### src/rtl/store_buffer.sv
// ---------------------------------------------------------------------------
// store_buffer
//
// Purpose:
//   Holds issued SB/SH/SW stores between issue and ROB commit. Each store
//   gets its word-aligned address, lane-shifted data and byte strobes
//   computed at allocation. Committed stores drain in order to the data
//   BRAM write port. Uncommitted stores younger than a mispredicted branch
//   are discarded.
//
// Ports:
//   clk, reset           clock, synchronous active-low reset
//   st_*                 store issue from the store RS (valid, func3, imm,
//                        rob tag) plus operands ps1_data / ps2_data
//   commit_valid/_rob_tag  ROB retirement of one tag per cycle
//   mispredict/_tag      branch flush request, curr_rob_tag = ROB tail
//   sb_full              no free entry (registered)
//   st_done/_rob_index   store captured, one cycle after issue
//   mem_we/_addr/_wdata/_wstrb, mem_ready   BRAM write handshake
//   ld_addr, fwd_hit, fwd_data              store-to-load forwarding
//
// Configuration:
//   STORE_FWD_EN  when defined, full-word store-to-load forwarding is
//                 enabled; otherwise fwd_hit / fwd_data are tied to 0.
// ---------------------------------------------------------------------------
module store_buffer #(
  parameter int DEPTH = 4,
  parameter int ROB_W = 5
) (
  input  logic             clk,
  input  logic             reset,
  input  logic             st_valid,
  input  logic [2:0]       st_func3,
  input  logic [31:0]      st_imm,
  input  logic [ROB_W-1:0] st_rob_index,
  input  logic [31:0]      ps1_data,
  input  logic [31:0]      ps2_data,
  input  logic             commit_valid,
  input  logic [ROB_W-1:0] commit_rob_tag,
  input  logic             mispredict,
  input  logic [ROB_W-1:0] mispredict_tag,
  input  logic [ROB_W-1:0] curr_rob_tag,
  output logic             sb_full,
  output logic             st_done,
  output logic [ROB_W-1:0] st_done_rob_index,
  output logic             mem_we,
  output logic [31:0]      mem_addr,
  output logic [31:0]      mem_wdata,
  output logic [3:0]       mem_wstrb,
  input  logic             mem_ready,
  input  logic [31:0]      ld_addr,
  output logic             fwd_hit,
  output logic [31:0]      fwd_data
);

  localparam int PTR_W = $clog2(DEPTH);
  localparam logic [PTR_W:0] FULL_COUNT = (PTR_W+1)'(DEPTH);

  typedef enum logic {IDLE, WRITE} state_e;

  state_e state_q, state_d;

  logic [DEPTH-1:0] entryValid_q, entryValid_d;
  logic [DEPTH-1:0] entryCommitted_q, entryCommitted_d;
  logic [ROB_W-1:0] entryRob_q [DEPTH];
  logic [ROB_W-1:0] entryRob_d [DEPTH];
  logic [31:0]      entryAddr_q [DEPTH];
  logic [31:0]      entryAddr_d [DEPTH];
  logic [31:0]      entryData_q [DEPTH];
  logic [31:0]      entryData_d [DEPTH];
  logic [3:0]       entryStrb_q [DEPTH];
  logic [3:0]       entryStrb_d [DEPTH];

  logic [PTR_W-1:0] headPtr_q, headPtr_d;
  logic [PTR_W-1:0] tailPtr_q, tailPtr_d;
  logic [PTR_W:0]   count_q, count_d;

  logic             sbFull_q;
  logic             stDone_q;
  logic [ROB_W-1:0] stDoneRob_q;

  logic             popHead;
  logic [DEPTH-1:0] commitHit;
  logic [DEPTH-1:0] committedEff;
  logic [DEPTH-1:0] flushHit;
  logic [PTR_W:0]   flushCount;
  logic [PTR_W-1:0] allocIdx;
  logic [PTR_W-1:0] nextHead;

  logic [31:0]      effAddr;
  logic [31:0]      allocData;
  logic [3:0]       allocStrb;
  logic             funcOk;
  logic             allocEn;

  // Tag t is younger than the branch when its distance past the branch is
  // non-zero and still short of the ROB tail; all arithmetic wraps mod 2^ROB_W.
  function automatic logic isYounger(input logic [ROB_W-1:0] tag,
                                     input logic [ROB_W-1:0] brTag,
                                     input logic [ROB_W-1:0] tailTag);
    logic [ROB_W-1:0] distTag;
    logic [ROB_W-1:0] distTail;
    distTag  = tag - brTag;
    distTail = tailTag - brTag;
    return (distTag != '0) && (distTag < distTail);
  endfunction

  // Commit is applied before the flush check, so an entry retiring in the
  // same cycle as a mispredict is treated as committed and survives.
  // Flushed entries are a contiguous tail suffix, so counting them is enough
  // to rewind the tail pointer.
  always_comb begin
    popHead    = (state_q == WRITE) && mem_ready;
    commitHit  = '0;
    committedEff = '0;
    flushHit   = '0;
    flushCount = '0;
    for (int i = 0; i < DEPTH; i++) begin
      commitHit[i]    = commit_valid && entryValid_q[i] &&
                        (entryRob_q[i] == commit_rob_tag);
      committedEff[i] = entryCommitted_q[i] || commitHit[i];
      flushHit[i]     = mispredict && entryValid_q[i] && !committedEff[i] &&
                        isYounger(entryRob_q[i], mispredict_tag, curr_rob_tag);
      flushCount      = flushCount + {{PTR_W{1'b0}}, flushHit[i]};
    end
  end

  // Byte-lane placement of the incoming store; unsupported func3 codes
  // leave funcOk low so the op is silently dropped.
  always_comb begin
    effAddr   = ps1_data + st_imm;
    allocData = '0;
    allocStrb = '0;
    funcOk    = 1'b0;
    case (st_func3)
      3'b000: begin
        funcOk    = 1'b1;
        allocStrb = 4'b0001 << effAddr[1:0];
        allocData = {24'b0, ps2_data[7:0]} << {effAddr[1:0], 3'b000};
      end
      3'b001: begin
        funcOk    = 1'b1;
        allocStrb = effAddr[1] ? 4'b1100 : 4'b0011;
        allocData = effAddr[1] ? {ps2_data[15:0], 16'b0} : {16'b0, ps2_data[15:0]};
      end
      3'b010: begin
        funcOk    = 1'b1;
        allocStrb = 4'b1111;
        allocData = ps2_data;
      end
      default: begin
        funcOk    = 1'b0;
      end
    endcase
  end

  // Fullness is judged on the pre-edge count, so a same-cycle pop never
  // opens a slot for a store issued while full.
  always_comb begin
    allocEn  = st_valid && (count_q != FULL_COUNT) && funcOk &&
               !(mispredict && isYounger(st_rob_index, mispredict_tag, curr_rob_tag));
    allocIdx = tailPtr_q - flushCount[PTR_W-1:0];
    nextHead = headPtr_q + PTR_W'(1);
  end

  // Next contents of the entry array: commit marks, flush clears, head pop,
  // then the new allocation at the rewound tail.
  always_comb begin
    entryValid_d     = entryValid_q & ~flushHit;
    entryCommitted_d = entryCommitted_q | commitHit;
    entryRob_d       = entryRob_q;
    entryAddr_d      = entryAddr_q;
    entryData_d      = entryData_q;
    entryStrb_d      = entryStrb_q;
    if (popHead) begin
      entryValid_d[headPtr_q]     = 1'b0;
      entryCommitted_d[headPtr_q] = 1'b0;
    end
    if (allocEn) begin
      entryValid_d[allocIdx]     = 1'b1;
      entryCommitted_d[allocIdx] = 1'b0;
      entryRob_d[allocIdx]       = st_rob_index;
      entryAddr_d[allocIdx]      = {effAddr[31:2], 2'b00};
      entryData_d[allocIdx]      = allocData;
      entryStrb_d[allocIdx]      = allocStrb;
    end
  end

  always_comb begin
    headPtr_d = popHead ? nextHead : headPtr_q;
    tailPtr_d = allocIdx + PTR_W'(allocEn);
    count_d   = count_q - flushCount - (PTR_W+1)'(popHead) + (PTR_W+1)'(allocEn);
  end

  // Storage, pointers and registered handshake outputs.
  always_ff @(posedge clk) begin
    if (!reset) begin
      entryValid_q     <= '0;
      entryCommitted_q <= '0;
      for (int i = 0; i < DEPTH; i++) begin
        entryRob_q[i]  <= '0;
        entryAddr_q[i] <= '0;
        entryData_q[i] <= '0;
        entryStrb_q[i] <= '0;
      end
      headPtr_q   <= '0;
      tailPtr_q   <= '0;
      count_q     <= '0;
      sbFull_q    <= 1'b0;
      stDone_q    <= 1'b0;
      stDoneRob_q <= '0;
    end else begin
      entryValid_q     <= entryValid_d;
      entryCommitted_q <= entryCommitted_d;
      entryRob_q       <= entryRob_d;
      entryAddr_q      <= entryAddr_d;
      entryData_q      <= entryData_d;
      entryStrb_q      <= entryStrb_d;
      headPtr_q   <= headPtr_d;
      tailPtr_q   <= tailPtr_d;
      count_q     <= count_d;
      sbFull_q    <= (count_d == FULL_COUNT);
      stDone_q    <= allocEn;
      stDoneRob_q <= allocEn ? st_rob_index : '0;
    end
  end

  // Drain FSM state register.
  always_ff @(posedge clk) begin
    if (!reset) begin
      state_q <= IDLE;
    end else begin
      state_q <= state_d;
    end
  end

  // Drain FSM next state; a commit arriving this cycle already counts, so
  // the write starts on the commit edge and back-to-back commits stream.
  always_comb begin
    state_d = state_q;
    case (state_q)
      IDLE: begin
        if (entryValid_q[headPtr_q] && committedEff[headPtr_q]) begin
          state_d = WRITE;
        end
      end
      WRITE: begin
        if (mem_ready) begin
          state_d = (entryValid_q[nextHead] && committedEff[nextHead]) ? WRITE : IDLE;
        end
      end
      default: state_d = IDLE;
    endcase
  end

  // Drain FSM outputs: the head entry is presented while in WRITE and the
  // head only moves on the accepting edge, so the request stays stable.
  always_comb begin
    mem_we    = 1'b0;
    mem_addr  = '0;
    mem_wdata = '0;
    mem_wstrb = '0;
    if (state_q == WRITE) begin
      mem_we    = 1'b1;
      mem_addr  = entryAddr_q[headPtr_q];
      mem_wdata = entryData_q[headPtr_q];
      mem_wstrb = entryStrb_q[headPtr_q];
    end
  end

  assign sb_full           = sbFull_q;
  assign st_done           = stDone_q;
  assign st_done_rob_index = stDoneRob_q;

`ifdef STORE_FWD_EN
  logic [PTR_W-1:0] fwdIdx;
  logic             unused_ld_addr_lsb;

  assign unused_ld_addr_lsb = ^ld_addr[1:0];

  // Walk from oldest to youngest so the last match, the youngest, wins.
  // Only full-word stores can forward; partial overlaps miss.
  always_comb begin
    fwd_hit  = 1'b0;
    fwd_data = '0;
    fwdIdx   = '0;
    for (int k = 0; k < DEPTH; k++) begin
      fwdIdx = headPtr_q + PTR_W'(k);
      if (entryValid_q[fwdIdx] && (entryAddr_q[fwdIdx] == {ld_addr[31:2], 2'b00}) &&
          (entryStrb_q[fwdIdx] == 4'b1111)) begin
        fwd_hit  = 1'b1;
        fwd_data = entryData_q[fwdIdx];
      end
    end
  end
`else
  logic unused_ld_addr;

  assign unused_ld_addr = ^ld_addr;
  assign fwd_hit  = 1'b0;
  assign fwd_data = '0;
`endif

endmodule

### config.mk
export PLATFORM = sky130hd
export DESIGN_NAME = store_buffer
export DESIGN_NICKNAME = d
export VERILOG_FILES = /design/src/rtl/store_buffer.sv
export SDC_FILE = /design/constraint.sdc
export NUM_CORES = 1
export LEC_CHECK = 0
export ABC_AREA = 1
export CORE_ASPECT_RATIO = 0.9
export CORE_MARGIN = 5
export CORE_UTILIZATION = 60
export CTS_BUF_LIST = sky130_fd_sc_hd__clkbuf_8
export CTS_CLUSTER_DIAMETER = 30
export DETAILED_ROUTE_END_ITERATION = 8
export PLACE_DENSITY_LB_ADDON = 0.15
export SLEW_MARGIN = 40
export SYNTH_ARGS = -nofsm -noshare
export SYNTH_HDL_FRONTEND = slang
export SYNTH_SLANG_ARGS = --single-unit
### constraint.sdc
create_clock -name clk -period 13.35 [get_ports clk]
set_input_delay 2.0025 -clock clk [delete_from_list [all_inputs] [get_ports clk]]
set_output_delay 2.0025 -clock clk [all_outputs]
set_load 0.05 [all_outputs]
==> metrics.yaml <==
gp_congestion: 0.9122
p_clk_share_pct: 44.2
synthToLayoutAreaGrowth_pct: 17.71
cts_root_buffer: "sky130_fd_sc_hd__clkbuf_8"
combinationalPowerShare_pct: 21.5
slew-limit-headroom_pct: 42.97
detail_route.drc_violations: 0
finish.cell_count_without_fillers: 3930
vias_per_cell: 5.374
post_route_cells_drive_above_1_share_pct: 4.676
worst_ir_drop_vdd_mv: 0.1150
max_slew_vio_count: 0
globalRouteTotalUtil_pct: 31.78
grt_max_degree: 106
grt_pass1_wl_mm: 98.93
grt_overflow_total: 0
timing.fmax_ghz: 0.1203
synth_cells: 3343
crit_arrival_ns: 8.83
finalCriticalPeriod_ns: 8.311
power.share.sequential_pct: 34.2
floorplan.rows: 63
syn-cell-area_sq_um: 20080
worst_clock_skew_ns: 0.03530
report.final.hold_viol_count: 0
worst_hold_path.num_cells: 4
max_stage_delay_ns: 0.68
clock_path_buffers: 3
power_switching_uw: 935.0
cts_setup_buffers: 0
worst_setup_path_start_kind: "input port"
initial_antenna_violation_count: 1
hold_class: "register to register"
swShare_pct: 32.38
initial_core_util_pct: 60.80
setup_viol: 0
sink_count_of_the_clock_tree: 307
route.detailed.wl_per_inst_microns: 15.51
cp_slowest_cell: "sky130_fd_sc_hd__clkdlybuf4s50_1"
final_common_cell: "sky130_fd_sc_hd__nand2_1"
route.top_layer_used: "met4"
cp_class: "input port to register"
cap_viol_max_count: 0
io_buffers: 198
m1_wire_length_mm: 26.54
critical_path_s_most_frequent_cell: "sky130_fd_sc_hd__nand2_1"
worstRegToRegCells: 26
setup_ws_final_ns: 5.039
ys_ff_latch: 307
cts_buffers: 71
totalPowerFinal_mw: 2.887
design.core.area_sq_um: 33030
critPathRequiredTime_ns: 13.87
post_cts_resized: 0
placed_cells_incl_taps: 3799
routed-wl-met2_mm: 27.48
timing.critical_path.fanout_max: 59
internal_portion_of_total_power_mw: 1.952
htreeDepth: 3
drt_iter0_drc: 1845
ys.warnings.count: 0
ant_nets: 0
finalWirelength_mm: 60.95
worstMarginPinSlew_ns: 0.8508
yosysSeqAreaShare_pct: 30.60
worst_setup_path_end_kind: "register"
drt_pre_antenna_iters: 5
place_worst_setup_slack_ns: 4.556
finalCritPeriodShare_pct: 62.26
power.density_cell_area_nw_per_um2: 122.1
setup-tns-final_ns: 0
grt_pass1_vias: 20160
met3RoutedLength_mm: 5.211
clk_pin_slew_ns: 0.05
layout_common_cells: "sky130_fd_sc_hd__nand2_1, sky130_fd_sc_hd__inv_1, sky130_fd_sc_hd__nor2_1, sky130_fd_sc_hd__dfxtp_1, sky130_fd_sc_hd__a21oi_1"
ctsHoldBuffers: 0
route.vias.total: 21120
dieArea_sq_um: 37230
die_x_microns: 202.8
die_height_microns: 183.6
synthesis.area_per_instance_sq_um: 6.007
place.detailed.hpwl_mm: 38.88
tritoncts_clock_tree: "yes"
status: "completed"
clock_latency_ns: 0.61
total_leakage_power_nw: 11.71
rsz0062_at_grt: "no"
layout.nets: 3692
num_io_pins: 266
synth.lib_cells_used.distinct: 38
power by group through the flow:
stage | registers, mW | clock network, mW | logic [mW]
after floorplan | 1.00 | 0 | 0.440
after global placement | 1.00 | 0 | 0.587
after detailed placement | 1.01 | 0 | 0.604
after CTS | 0.988 | 1.29 | 0.610
after global routing | 0.993 | 1.33 | 0.694
final | 0.989 | 1.28 | 0.621
stage by stage:
stage,util (%),cell area (sq um),hold slack (ns)
2_1_floorplan,-,20210,0.4826
3_3_place_gp,66.26,21880,0.4906
3_5_place_dp,66.34,21910,0.4912
4_1_cts,71.49,23610,0.5021
5_1_grt,71.57,23640,0.5312
6_report,71.57,23640,0.5044
sequential cells by signal (all words and copies together) (netlist names):
register,flops
entryAddr_q,120
sb_full,1
st_done,1
entryStrb_q,16
count_q,3
entryData_q,128
state_q,1
tailPtr_q,2
headPtr_q,2
entryCommitted_q,4
entryRob_q,20
st_done_rob_index,5
entryValid_q,4
worst max-delay path: cells and delay by family:
kind	cells	cell delay [ns]
AOI/OAI and AO/OA	2	0.23
xor gates and xnor gates	3	1.10
adders and majority gates	6	1.97
buffers and inverters	6	2.00
and+or+nand+nor	9	1.44
layout make-up:
type / instances / area [sq um]
antenna: 1 / 2.502
clock buffer: 83 / 1142
clock inverter: 47 / 558.0
fill: 2889 / 9389
inverter: 589 / 2216
multi-input combinational: 2264 / 10880
sequential: 307 / 6151
tap: 422 / 528.0
timing repair buffer: 217 / 2162
logic make-up (layout without fill, tap and decap cells):
group                    Yosys count  count (layout)  share of synthesized area [%]
AO/OA/AOI/OAI                    469             469                          12.17
buffers and inverters            806             936                          16.27
AND/OR/NAND/NOR                 1641            1641                          33.79
XOR/XNOR                          34              34                          1.483
flip-flops                       307             307                          30.60
adder cells (fa/ha/maj)           85              85                          5.670
other                              1              36                        0.01867
metal layers:
metal	up-vias	global-route usage (%)
li1	10550	-
met5	-	0
met1	9496	42.68
met2	934	52.58
met3	135	4.639
met4	0	11.32
synth_stat cells:
cell type / number / area (sq um)
sky130_fd_sc_hd__nand2_1: 844 / 3168
sky130_fd_sc_hd__inv_1: 583 / 2188
sky130_fd_sc_hd__nor2_1: 506 / 1899
sky130_fd_sc_hd__dfxtp_1: 307 / 6146
sky130_fd_sc_hd__a21oi_1: 268 / 1341
sky130_fd_sc_hd__o21ai_0: 162 / 810.8
sky130_fd_sc_hd__nand4_1: 160 / 1001
sky130_fd_sc_hd__clkbuf_1: 101 / 379.1
sky130_fd_sc_hd__nand3_1: 87 / 435.4
sky130_fd_sc_hd__ha_1: 75 / 938.4
sky130_fd_sc_hd__buf_2: 52 / 260.3
sky130_fd_sc_hd__buf_4: 43 / 322.8
sky130_fd_sc_hd__xnor2_1: 20 / 175.2
sky130_fd_sc_hd__buf_1: 19 / 71.32
sky130_fd_sc_hd__nor3_1: 19 / 95.09
sky130_fd_sc_hd__a22oi_1: 16 / 120.1
sky130_fd_sc_hd__xor2_1: 14 / 122.6
sky130_fd_sc_hd__nand3b_1: 12 / 90.09
sky130_fd_sc_hd__fa_1: 10 / 200.2
sky130_fd_sc_hd__o22ai_1: 10 / 62.56
sky130_fd_sc_hd__a22o_1: 3 / 26.28
sky130_fd_sc_hd__and2_1: 3 / 18.77
sky130_fd_sc_hd__clkinv_1: 3 / 11.26
sky130_fd_sc_hd__inv_2: 3 / 11.26
sky130_fd_sc_hd__a211oi_1: 2 / 15.01
sky130_fd_sc_hd__a21o_1: 2 / 15.01
sky130_fd_sc_hd__buf_6: 2 / 22.52
sky130_fd_sc_hd__nand2_2: 2 / 12.51
sky130_fd_sc_hd__nand3_2: 2 / 20.02
sky130_fd_sc_hd__nor2_2: 2 / 12.51
sky130_fd_sc_hd__nor3_2: 2 / 20.02
sky130_fd_sc_hd__o21a_1: 2 / 15.01
sky130_fd_sc_hd__or2_2: 2 / 12.51
sky130_fd_sc_hd__a31oi_2: 1 / 12.51
sky130_fd_sc_hd__conb_1: 1 / 3.750
sky130_fd_sc_hd__o21ai_1: 1 / 5.000
sky130_fd_sc_hd__o21bai_1: 1 / 7.510
sky130_fd_sc_hd__o31ai_2: 1 / 12.51
worst paths after layout:
path / startpoint / to / slack (ns)
max: mispredict_tag[0] / entryAddr_q[90] / 5.04
min: entryAddr_q[30] / entryAddr_q[30] / 0.50
min reg2reg: entryAddr_q[30] / entryAddr_q[30] / 0.50
max reg2reg: entryRob_q[0] / entryAddr_q[90] / 7.11
Power figures use the tool's default switching activity.
